### src/rtl/adler32_stream_ctrl.sv
// Adler-32 stream sequencer: forwards words downstream, paces the
// checksum engine, and appends the checksum as a trailer word.
module adler32_stream_ctrl (
  input  logic        clk,
  input  logic        rstn,
  input  logic        s_val_i,
  output logic        s_rdy_o,
  input  logic [31:0] s_dat_i,
  input  logic [1:0]  s_num_i,
  input  logic        s_lst_i,
  output logic        m_val_o,
  input  logic        m_rdy_i,
  output logic [31:0] m_dat_o,
  output logic [1:0]  m_num_o,
  output logic        m_lst_o,
  output logic        eng_start_o,
  output logic        eng_val_o,
  output logic [31:0] eng_dat_o,
  output logic [1:0]  eng_num_o,
  output logic        eng_lst_o,
  input  logic        eng_done_i,
  input  logic [31:0] eng_dat_i,
  output logic [15:0] frm_cnt_o,
  output logic        busy_o
);

  typedef enum logic [2:0] {
    IDLE,
    START,
    FEED,
    WAIT_DONE,
    TRAIL
  } state_t;

  state_t      state;
  state_t      state_nx;
  logic [1:0]  gap_cnt;
  logic [31:0] chk;
  logic        out_free;
  logic        feed_rdy;
  logic        hs;
  logic        ld_trl;

  assign out_free = !m_val_o | m_rdy_i;
  assign feed_rdy = (gap_cnt == 2'd0) & out_free;

  always_comb begin
    state_nx    = state;
    s_rdy_o     = 1'b0;
    eng_start_o = 1'b0;
    ld_trl      = 1'b0;
    case (state)
      IDLE: begin
        if (s_val_i) state_nx = START;
      end
      START: begin
        eng_start_o = 1'b1;
        state_nx    = FEED;
      end
      FEED: begin
        s_rdy_o = feed_rdy;
        if (s_val_i && feed_rdy && s_lst_i)
          state_nx = WAIT_DONE;
      end
      WAIT_DONE: begin
        if (eng_done_i) state_nx = TRAIL;
      end
      TRAIL: begin
        if (out_free) begin
          ld_trl   = 1'b1;
          state_nx = IDLE;
        end
      end
      default: state_nx = IDLE;
    endcase
  end

  assign hs        = s_val_i & s_rdy_o;
  assign eng_val_o = hs;
  assign eng_dat_o = s_dat_i;
  assign eng_num_o = s_num_i;
  assign eng_lst_o = s_lst_i;
  assign busy_o    = (state != IDLE);

  always_ff @(posedge clk or negedge rstn) begin
    if (!rstn) begin
      state   <= IDLE;
      gap_cnt <= 2'd0;
      chk     <= 32'd0;
    end else begin
      state <= state_nx;
      // gap keeps engine inputs at least 4 cycles apart
      if (hs)
        gap_cnt <= 2'd3;
      else if (gap_cnt != 2'd0)
        gap_cnt <= gap_cnt - 2'd1;
      if (state == WAIT_DONE && eng_done_i)
        chk <= eng_dat_i;
    end
  end

  always_ff @(posedge clk or negedge rstn) begin
    if (!rstn) begin
      m_val_o   <= 1'b0;
      m_dat_o   <= 32'd0;
      m_num_o   <= 2'd0;
      m_lst_o   <= 1'b0;
      frm_cnt_o <= 16'd0;
    end else begin
      if (hs) begin
        m_val_o <= 1'b1;
        m_dat_o <= s_dat_i;
        m_num_o <= s_num_i;
        m_lst_o <= 1'b0;
      end else if (ld_trl) begin
        m_val_o <= 1'b1;
        m_dat_o <= chk;
        m_num_o <= 2'd3;
        m_lst_o <= 1'b1;
      end else if (m_rdy_i) begin
        m_val_o <= 1'b0;
      end
      if (ld_trl)
        frm_cnt_o <= frm_cnt_o + 16'd1;
    end
  end

endmodule

### config.mk
export PLATFORM = sky130hd
export DESIGN_NAME = adler32_stream_ctrl
export DESIGN_NICKNAME = d
export VERILOG_FILES = /design/src/rtl/adler32_stream_ctrl.sv
export SDC_FILE = /design/constraint.sdc
export NUM_CORES = 1
export LEC_CHECK = 0
export CORE_ASPECT_RATIO = 1.25
export CORE_MARGIN = 3
export CORE_UTILIZATION = 47
export CTS_CLUSTER_DIAMETER = 50
export CTS_CLUSTER_SIZE = 25
export DETAILED_ROUTE_END_ITERATION = 8
export MAX_ROUTING_LAYER = met4
export PLACE_DENSITY = 0.91
export SETUP_SLACK_MARGIN = 0.3
export SKIP_LAST_GASP = 1
export SLEW_MARGIN = 20
export SYNTH_ARGS = -nofsm -noshare
export SYNTH_HDL_FRONTEND = slang
export SYNTH_SLANG_ARGS = --single-unit
### constraint.sdc
create_clock -name clk -period 4.3 [get_ports clk]
set_input_delay 1.29 -clock clk [delete_from_list [all_inputs] [get_ports clk]]
set_output_delay 1.29 -clock clk [all_outputs]
set_load 0.005 [all_outputs]
== Word-level counts from Yosys, hierarchy flattened ==
Cells that the tools add are included.

* $add $sub $neg: 2
* Multiplexer cells: 20
* Reductions and logical operators: 12
* Bitwise operators: 3
* Equality and inequality tests: 8

{| class="wikitable"
|+ Operators with widths
! cell !! count
|-
| 32-bit two-way mux || 2
|-
| 16-bit by 1-bit adder with 16-bit output, second input constant || 1
|-
| 3-bit one-hot mux with 5 select lines || 1
|-
| 3-bit two-way mux || 4
|-
| 1-bit two-way mux || 9
|-
| 2-bit two-way mux || 4
|-
| 2-bit inequality test, second input constant || 4
|-
| 3-bit by 2-bit equality test with 1-bit output, second input constant || 2
|-
| 2-bit nonzero test || 3
|-
| 3-bit nonzero test || 2
|-
| 4-bit AND reduction || 1
|-
| 3-bit by 1-bit equality test with 1-bit output, second input constant || 1
|-
| 3-bit equality test, second input constant || 1
|-
| 1-bit logical AND || 3
|-
| 3-bit logical NOT || 1
|-
| 1-bit bitwise AND || 2
|-
| 2-bit logical NOT || 1
|-
| 2-bit by 1-bit subtractor with 2-bit output, second input constant || 1
|-
| 1-bit logical NOT || 1
|-
| 1-bit OR || 1
|}

* Bits in registers: 89
* Output and inout port bits: 91
* Word-level logic and storage cells: 53
* Input port bits: 72

== Depth between registers and ports, before layout ==
Gate-level depths: netlist of the first run.

* Depth after elaboration: 7
* Gate-level depth with buffers: 8
* Mapped depth without buffers: 7

== Worst setup path after synthesis of the first run ==
No wires, ideal clock.

* Path type: in2out
* Start: input port m_rdy_i
* End: output port eng_val_o
* Data arrival time: 2.058 ns
* Setup slack: 0.952 ns
* Data required time: 3.010 ns
* Path buffers: 1
* Stages on the path: 4
* Cells stage by stage: nand2b_1 -> nand4_1 -> inv_2 -> buf_2

* Word-level cells in the longest chain between the ends: 4

{| class="wikitable"
|+ RTL lines
! what !! line !! RTL
|-
| start, declared || 12 || <nowiki>input logic m_rdy_i,</nowiki>
|-
| 1-bit OR || 44 || <nowiki>assign out_free = !m_val_o | m_rdy_i;</nowiki>
|-
| 1-bit bitwise AND || 45 || <nowiki>assign feed_rdy = (gap_cnt == 2'd0) & out_free;</nowiki>
|-
| 1-bit two-way mux || 52 || <nowiki>case (state)</nowiki>
|-
| 1-bit bitwise AND || 78 || <nowiki>assign hs = s_val_i & s_rdy_o;</nowiki>
|-
| end, declared || 17 || <nowiki>output logic eng_val_o,</nowiki>
|}

Every way passes these cells.

== Worst setup path in the final report of the first run ==
* Start: input port s_val_i
* End: output port eng_val_o

* Word-level cells in the longest chain between the ends: 1

{| class="wikitable"
|+ RTL lines
! what !! line !! RTL
|-
| start, declared || 6 || <nowiki>input logic s_val_i,</nowiki>
|-
| 1-bit bitwise AND || 78 ||
|}

Every way passes these cells.

==> impl_metrics.ini, run 1 <==
[run_status]
status = completed

[global_routing]
grt_max_degree = 90
grt_usage_pct = 21.4
grt_pass1_vias = 3226
grt-ovfl-total = 0
grt_pass1_wl_mm = 15.6
grt_antenna_before_repair = 0

[power_and_ir_drop]
irDropWorstVdd_uv = 268
comb_power_share_pct = 35.2
powerDensity_nw_per_um2 = 533
clkPwrFrac_pct = 19.4
p_int_uw = 2090
p_sw_uw = 930
power.share.switching_pct = 30.7
seqPwrFrac_pct = 45.5
p_leak_uw = 0.00246

[floorplan]
die_area_um2 = 9690
row_count = 37
ioPinCount = 163
die_w_um = 88.6
die_y_um = 109
start_util_pct = 48.4
core-area_um2 = 8290

[finish]
stdcell_count = 582
nets = 554
fin_util_pct = 68.5
area_delta_synth_final_pct = 41.5
antenna_cells = 0
final_layout_size_suffix_gt1_share_pct = 12.6

[drt]
drt_iter0_markers = 139
wirelength_mm = 9.92
wl_per_cell_um = 17.0
avgViaCountPerCell = 5.30
drt.antenna.violating_nets = 0
drc_errors = 0
num_vias = 3087
dr.pass1.iters = 4

[logic_synthesis]
synth_cells = 351
synthXorXnorAreaFrac_pct = 3.49
ys_warn_count = 0
synthMuxAreaShare_pct = 9.51
synth_area_um2 = 4010
synth-simple-area-share_pct = 7.89
avgSynthCellArea_um2 = 11.4
synth-compound-area-share_pct = 10.7
synth_cell_types = 34
async_flop_share_pct = 100
synth_top_family_by_area = buffers and inverters
synthFlopType = dfrtp_1
synth-seq-area-share_pct = 55.5
syn_nets = 425
synth_edf_count = 0
synth_seq_cells = 89
synth_fa_ha_area_share_pct = 0.624

[sta]
period_needed_ns = 3.87
slew_headroom_pct = 35.9
finalSetupTns_ns = 0
fin_skew_ns = 0.0111
setup_ws_ns = 0.431
timing.hold.ws_ns = 0.504
rsz0062_at_grt = false
setup_viol = 0
post-route-period-util_pct = 90.0
finalHoldViolations = 0
slew_violations = 0
tightest_slew_ns = 0.959
fmax_mhz = 258

[critical_path]
crit_family = buffers and inverters
path_common_cell = clkdlybuf4s50_1
max_stage_delay_ns = 0.51
reg2regPathDepth = 3
path_class = in2out
crit_buf_inv = 3
worst-path-max-fanout = 3
crit_chain = clkdlybuf4s50_1, nand4_1, inv_2, clkdlybuf4s50_1
regToRegStartpoint = state[0]$_DFFE_PN0P_
endpoint_kind = primary output
reg2reg_slack_ns = 2.03
arrival_ns = 2.58
regToRegEndpoint = frm_cnt_o[1]$_DFFE_PN0P_
crit_slowest_cell = clkdlybuf4s50_1
cp.required_ns = 3.01
startpoint_type = input port

[clocking]
postCtsHoldBufs = 0
cts_tree = built
numCtsBuffers = 9
htreeDepth = 3
cts_max_path_buffers = 2
cts.sink_count = 89
cts_root_buf = clkbuf_8
clk_latency_ns = 0.35
clkTransAtPathRegs_ns = 0.09

[worst_hold_path]
hold_class = reg2reg
hold_path_depth = 1
hold_start = chk[22]$_DFFE_PN0P_
hold_path_end = chk[22]$_DFFE_PN0P_

[placed_design]
post-place-ws_ns = 0.176
hpwlAfterDp_mm = 7.12
place_congestion = 0.791
io_buffer_count = 162
dp.cells = 564

[flow_run]
drv_cap = 0
-- Yosys cell counts, types with 2 or more instances --
cell type | instances | area share, %
xor2_1 | 10 | 2.2
o21ai_0 | 21 | 2.6
dfrtp_1 | 89 | 56
nand3_1 | 5 | 0.62
o21ai_1 | 15 | 1.9
and3_1 | 3 | 0.47
a21oi_1 | 2 | 0.25
a22oi_1 | 32 | 6.0
ha_1 | 2 | 0.62
xnor2_1 | 6 | 1.3
buf_2 | 12 | 1.5
nor3_2 | 2 | 0.50
nor4_2 | 2 | 0.62
mux2_1 | 7 | 2.0
mux2_2 | 26 | 7.3
nor2_1 | 7 | 0.65
buf_4 | 37 | 6.9
nor3_1 | 4 | 0.50
nand2_1 | 12 | 1.1
inv_1 | 37 | 3.5
nand4_1 | 5 | 0.78
or3_1 | 2 | 0.31
nor2b_1 | 2 | 0.31
-- layout make-up --
| type | count | area (um2) |
|---|---|---|
| fill | 608 | 2610 |
| clock inverter | 7 | 76.3 |
| tap | 97 | 121 |
| sequential | 89 | 2230 |
| timing repair buffer | 168 | 1670 |
| clock buffer | 9 | 124 |
| inverter | 38 | 143 |
| multi-input combinational | 174 | 1320 |
-- per-stage QoR --
stage	area (um2)	total power (uW)
floorplan	4010	1850
global placement	5450	2390
detailed placement	5450	2460
CTS	5670	3050
global route	5680	3220
finish	5680	3020
-- sequential cells by signal, summed over array words and instances (netlist names) --
name       flops
chk           32
frm_cnt_o     16
gap_cnt        2
m_dat_o       32
m_lst_o        1
m_num_o        2
m_val_o        1
state          3
-- cells in the final DEF, fill, tap and decap left out, drive strengths merged, types with 3 or more instances in the layout --
| cell | n |
|---|---|
| clkdlybuf4s50 | 160 |
| dfrtp | 89 |
| inv | 41 |
| o21ai | 36 |
| mux2 | 33 |
| a22oi | 32 |
| nand2 | 12 |
| xor2 | 10 |
| clkbuf | 9 |
| nor2 | 8 |
| buf | 7 |
| xnor2 | 6 |
| nand3 | 6 |
| nor3 | 6 |
| nand4 | 5 |
| and3 | 3 |
| nor4 | 3 |
-- worst max-delay path by stage --
stage             from   endpoint  slack (ns)  cells after the start
3_5_place_dp   m_rdy_i  eng_val_o        0.18                      5
2_1_floorplan  m_rdy_i  eng_val_o        0.95                      4
6_report       s_val_i  eng_val_o        0.43                      4
4_1_cts        m_rdy_i  eng_val_o        0.31                      5
5_1_grt        s_val_i  eng_val_o        0.37                      4
3_3_place_gp   m_rdy_i  eng_val_o        0.18                      5
-- repair_timing --
item | in CTS | in global routing
endpoints found under the setup margin | 2 | 1
gates resized for setup | 2 | 1
pin swaps | 1 | 0
buffers inserted | 2 | 0
-- routing by layer --
| metal | track usage [%] | vias up | wire length [um] |
|---|---|---|---|
| li1 | - | 1425 | - |
| met1 | 25.5 | 1517 | 3980 |
| met2 | 36.7 | 128 | 5240 |
| met3 | 3.15 | 17 | 516 |
| met4 | 7.24 | 0 | 176 |
| met5 | - | - | 0 |
-- power groups by stage --
stage	sequential, uW	combinational [uW]	clock [uW]
after global placement	1370	1020	0
final	1370	1060	585
after global routing	1420	1170	633
after detailed placement	1390	1070	0
after floorplan	1350	499	0
after CTS	1370	1080	594
-- cells by family (layout without fill, tap and decap cells) --
logic type	Yosys count	count (layout)
buf+inv	88	222
xor+xnor	16	16
simple gates	52	52
flops	89	89
fa+ha+maj	2	2
compound gates	70	70
mux	34	34
Power figures use the tool's default switching activity.
==> inputs of run 2 (changes only) <==
HOLD_SLACK_MARGIN = 0.15   (was default)
==> results of run 2 <==
Same layout as run 1: the final DEF is identical, and so are final timing and power.
==> inputs of run 3 (changes only) <==
CORE_MARGIN = 1   (was 3)
CORE_UTILIZATION = 43   (was 47)
PLACE_DENSITY = 0.85   (was 0.91)
clock period = 3.6 ns   (was 4.3 ns; I/O delays follow)
==> impl_metrics.ini, run 3 (synthesized netlist as in run 1, its figures left out) <==
[drt]
dr.pass1.iters = 5
drt.antenna.violating_nets = 0
avgViaCountPerCell = 5.02
drt_iter0_markers = 139
drc_errors = 0
wirelength_mm = 10.1
wl_per_cell_um = 16.5
num_vias = 3069

[finish]
final_layout_size_suffix_gt1_share_pct = 12.9
final_cell_mix = clkdlybuf4s50_1, dfrtp_1, inv_1
layout_commonest_cell = clkdlybuf4s50_1
antenna_cells = 0
nets = 557
area_delta_synth_final_pct = 45.8
finalInstanceArea_um2 = 5850
stdcell_count = 611
fill_cells = 716
largestRegisters = chk (32), m_dat_o (32), frm_cnt_o (16)

[clocking]
cts_max_path_buffers = 2
htreeDepth = 3
clk_latency_ns = 0.33
cts_tree = built
clkTransAtPathRegs_ns = 0.06
cts_root_buf = clkbuf_16
cts.sink_count = 89
postCtsHoldBufs = 0
numCtsBuffers = 9

[sta]
post-route-period-util_pct = 89.7
period_needed_ns = 3.23
fmax_mhz = 310
tightest_slew_ns = 0.657
setup_ws_ns = 0.370
slew_violations = 0
fin_skew_ns = 0.00610
slew_headroom_pct = 56.2
finalHoldViolations = 0
timing.hold.ws_ns = 0.465
rsz0062_at_grt = false
setup_viol = 0

[placed_design]
post-place-ws_ns = -0.0294
post_dp_cell_area_um2 = 5520
place_congestion = 0.812
io_buffer_count = 162
hpwlAfterDp_mm = 7.00
dp.cells = 594

[global_routing]
grt_usage_pct = 22.2
grt_pass1_vias = 3192
grt_max_degree = 90
grt_pass1_wl_mm = 15.7
grt_antenna_before_repair = 0
grt-ovfl-total = 0

[critical_path]
endpoint_kind = primary output
crit_start = m_rdy_i
regToRegStartpoint = gap_cnt[0]$_DFFE_PN0P_
cp.required_ns = 2.52
worst-path-max-fanout = 6
regToRegEndpoint = m_dat_o[16]$_DFFE_PN0P_
reg2reg_slack_ns = 1.24
startpoint_type = input port
reg2regPathDepth = 9
path_class = in2out
arrival_ns = 2.15
crit_end = s_rdy_o

[power_and_ir_drop]
irDropWorstVdd_uv = 408
powerDensity_nw_per_um2 = 667
p_leak_uw = 0.00253
finalPower_uw = 3900

[floorplan]
die_w_um = 88.4
start_util_pct = 44.0
ioPinCount = 163
core-area_um2 = 9130
row_count = 39
die_y_um = 110
die_area_um2 = 9720

[run_status]
status = completed

[worst_hold_path]
hold_class = reg2reg
hold_start = frm_cnt_o[15]$_DFFE_PN0P_

[flow_run]
drv_cap = 0
run 3: cell types whose count changed in the layout (fill, tap and decap cells not counted), sizes merged:
cell,previous run,this run
clkdlybuf4s50,160,159
clkbuf,9,12
dlymetal6s2s,1,0
buf,7,10
inv,41,38
bufinv,1,2
clkdlybuf4s15,0,1
run 3: area by class of cell:
type / instances / area [um2] / area share [%]
clock buffers: 11 / 233 / 3.98
clock inverters: 5 / 80.1 / 1.37
inverters: 38 / 143 / 2.44
multi-input cells: 174 / 1320 / 22.5
flip-flops and latches: 89 / 2230 / 38.1
well taps: 123 / 154 / 2.63
repair buffers: 171 / 1700 / 29.0
run 3: worst min-delay path by stage:
stage                                 to  slack [ns]  cells after the start
2_1_floorplan  frm_cnt_o[15]$_DFFE_PN0P_        0.46                      1
3_3_place_gp   frm_cnt_o[15]$_DFFE_PN0P_        0.46                      1
3_5_place_dp   frm_cnt_o[15]$_DFFE_PN0P_        0.46                      1
4_1_cts        frm_cnt_o[15]$_DFFE_PN0P_        0.47                      1
5_1_grt        frm_cnt_o[15]$_DFFE_PN0P_        0.50                      1
6_report       frm_cnt_o[15]$_DFFE_PN0P_        0.47                      1
run 3: metal layers:
metal / GRT usage (%) / part of all wire (%) / wire length [um] / vias up
met3: 4.69 / 5.9 / 597 / 17
met1: 25.4 / 41 / 4090 / 1499
met2: 37.7 / 51 / 5170 / 121
met5: - / 0 / 0 / -
li1: - / - / - / 1432
met4: 9.22 / 2.3 / 228 / 0
run 3: metrics by stage:
stage,setup TNS [ns],util [%]
after CTS,0,64.1
final,0,64.1
after detailed placement,-0.0294,60.5
after global routing,0,64.1
after global placement,-0.00715,60.5
after floorplan,0,-
run 3: where the power goes:
| part | switching [uW] | internal, uW |
|---|---|---|
| sequential | 239 | 1400 |
| combinational | 497 | 778 |
| clock | 378 | 607 |
run 3: repair_timing:
action                                  CTS  global route
pin swaps                                 1             0
buffers inserted                          1             0
gates resized for setup                   4             3
endpoints found under the setup margin    2             2
run 3: worst max-delay path: stages:
cell and delay (ns):
clkdlybuf4s50_1 0.48, nand2b_4 0.13, buf_6 0.11, and3_1 0.15, clkdlybuf4s15_1 0.20
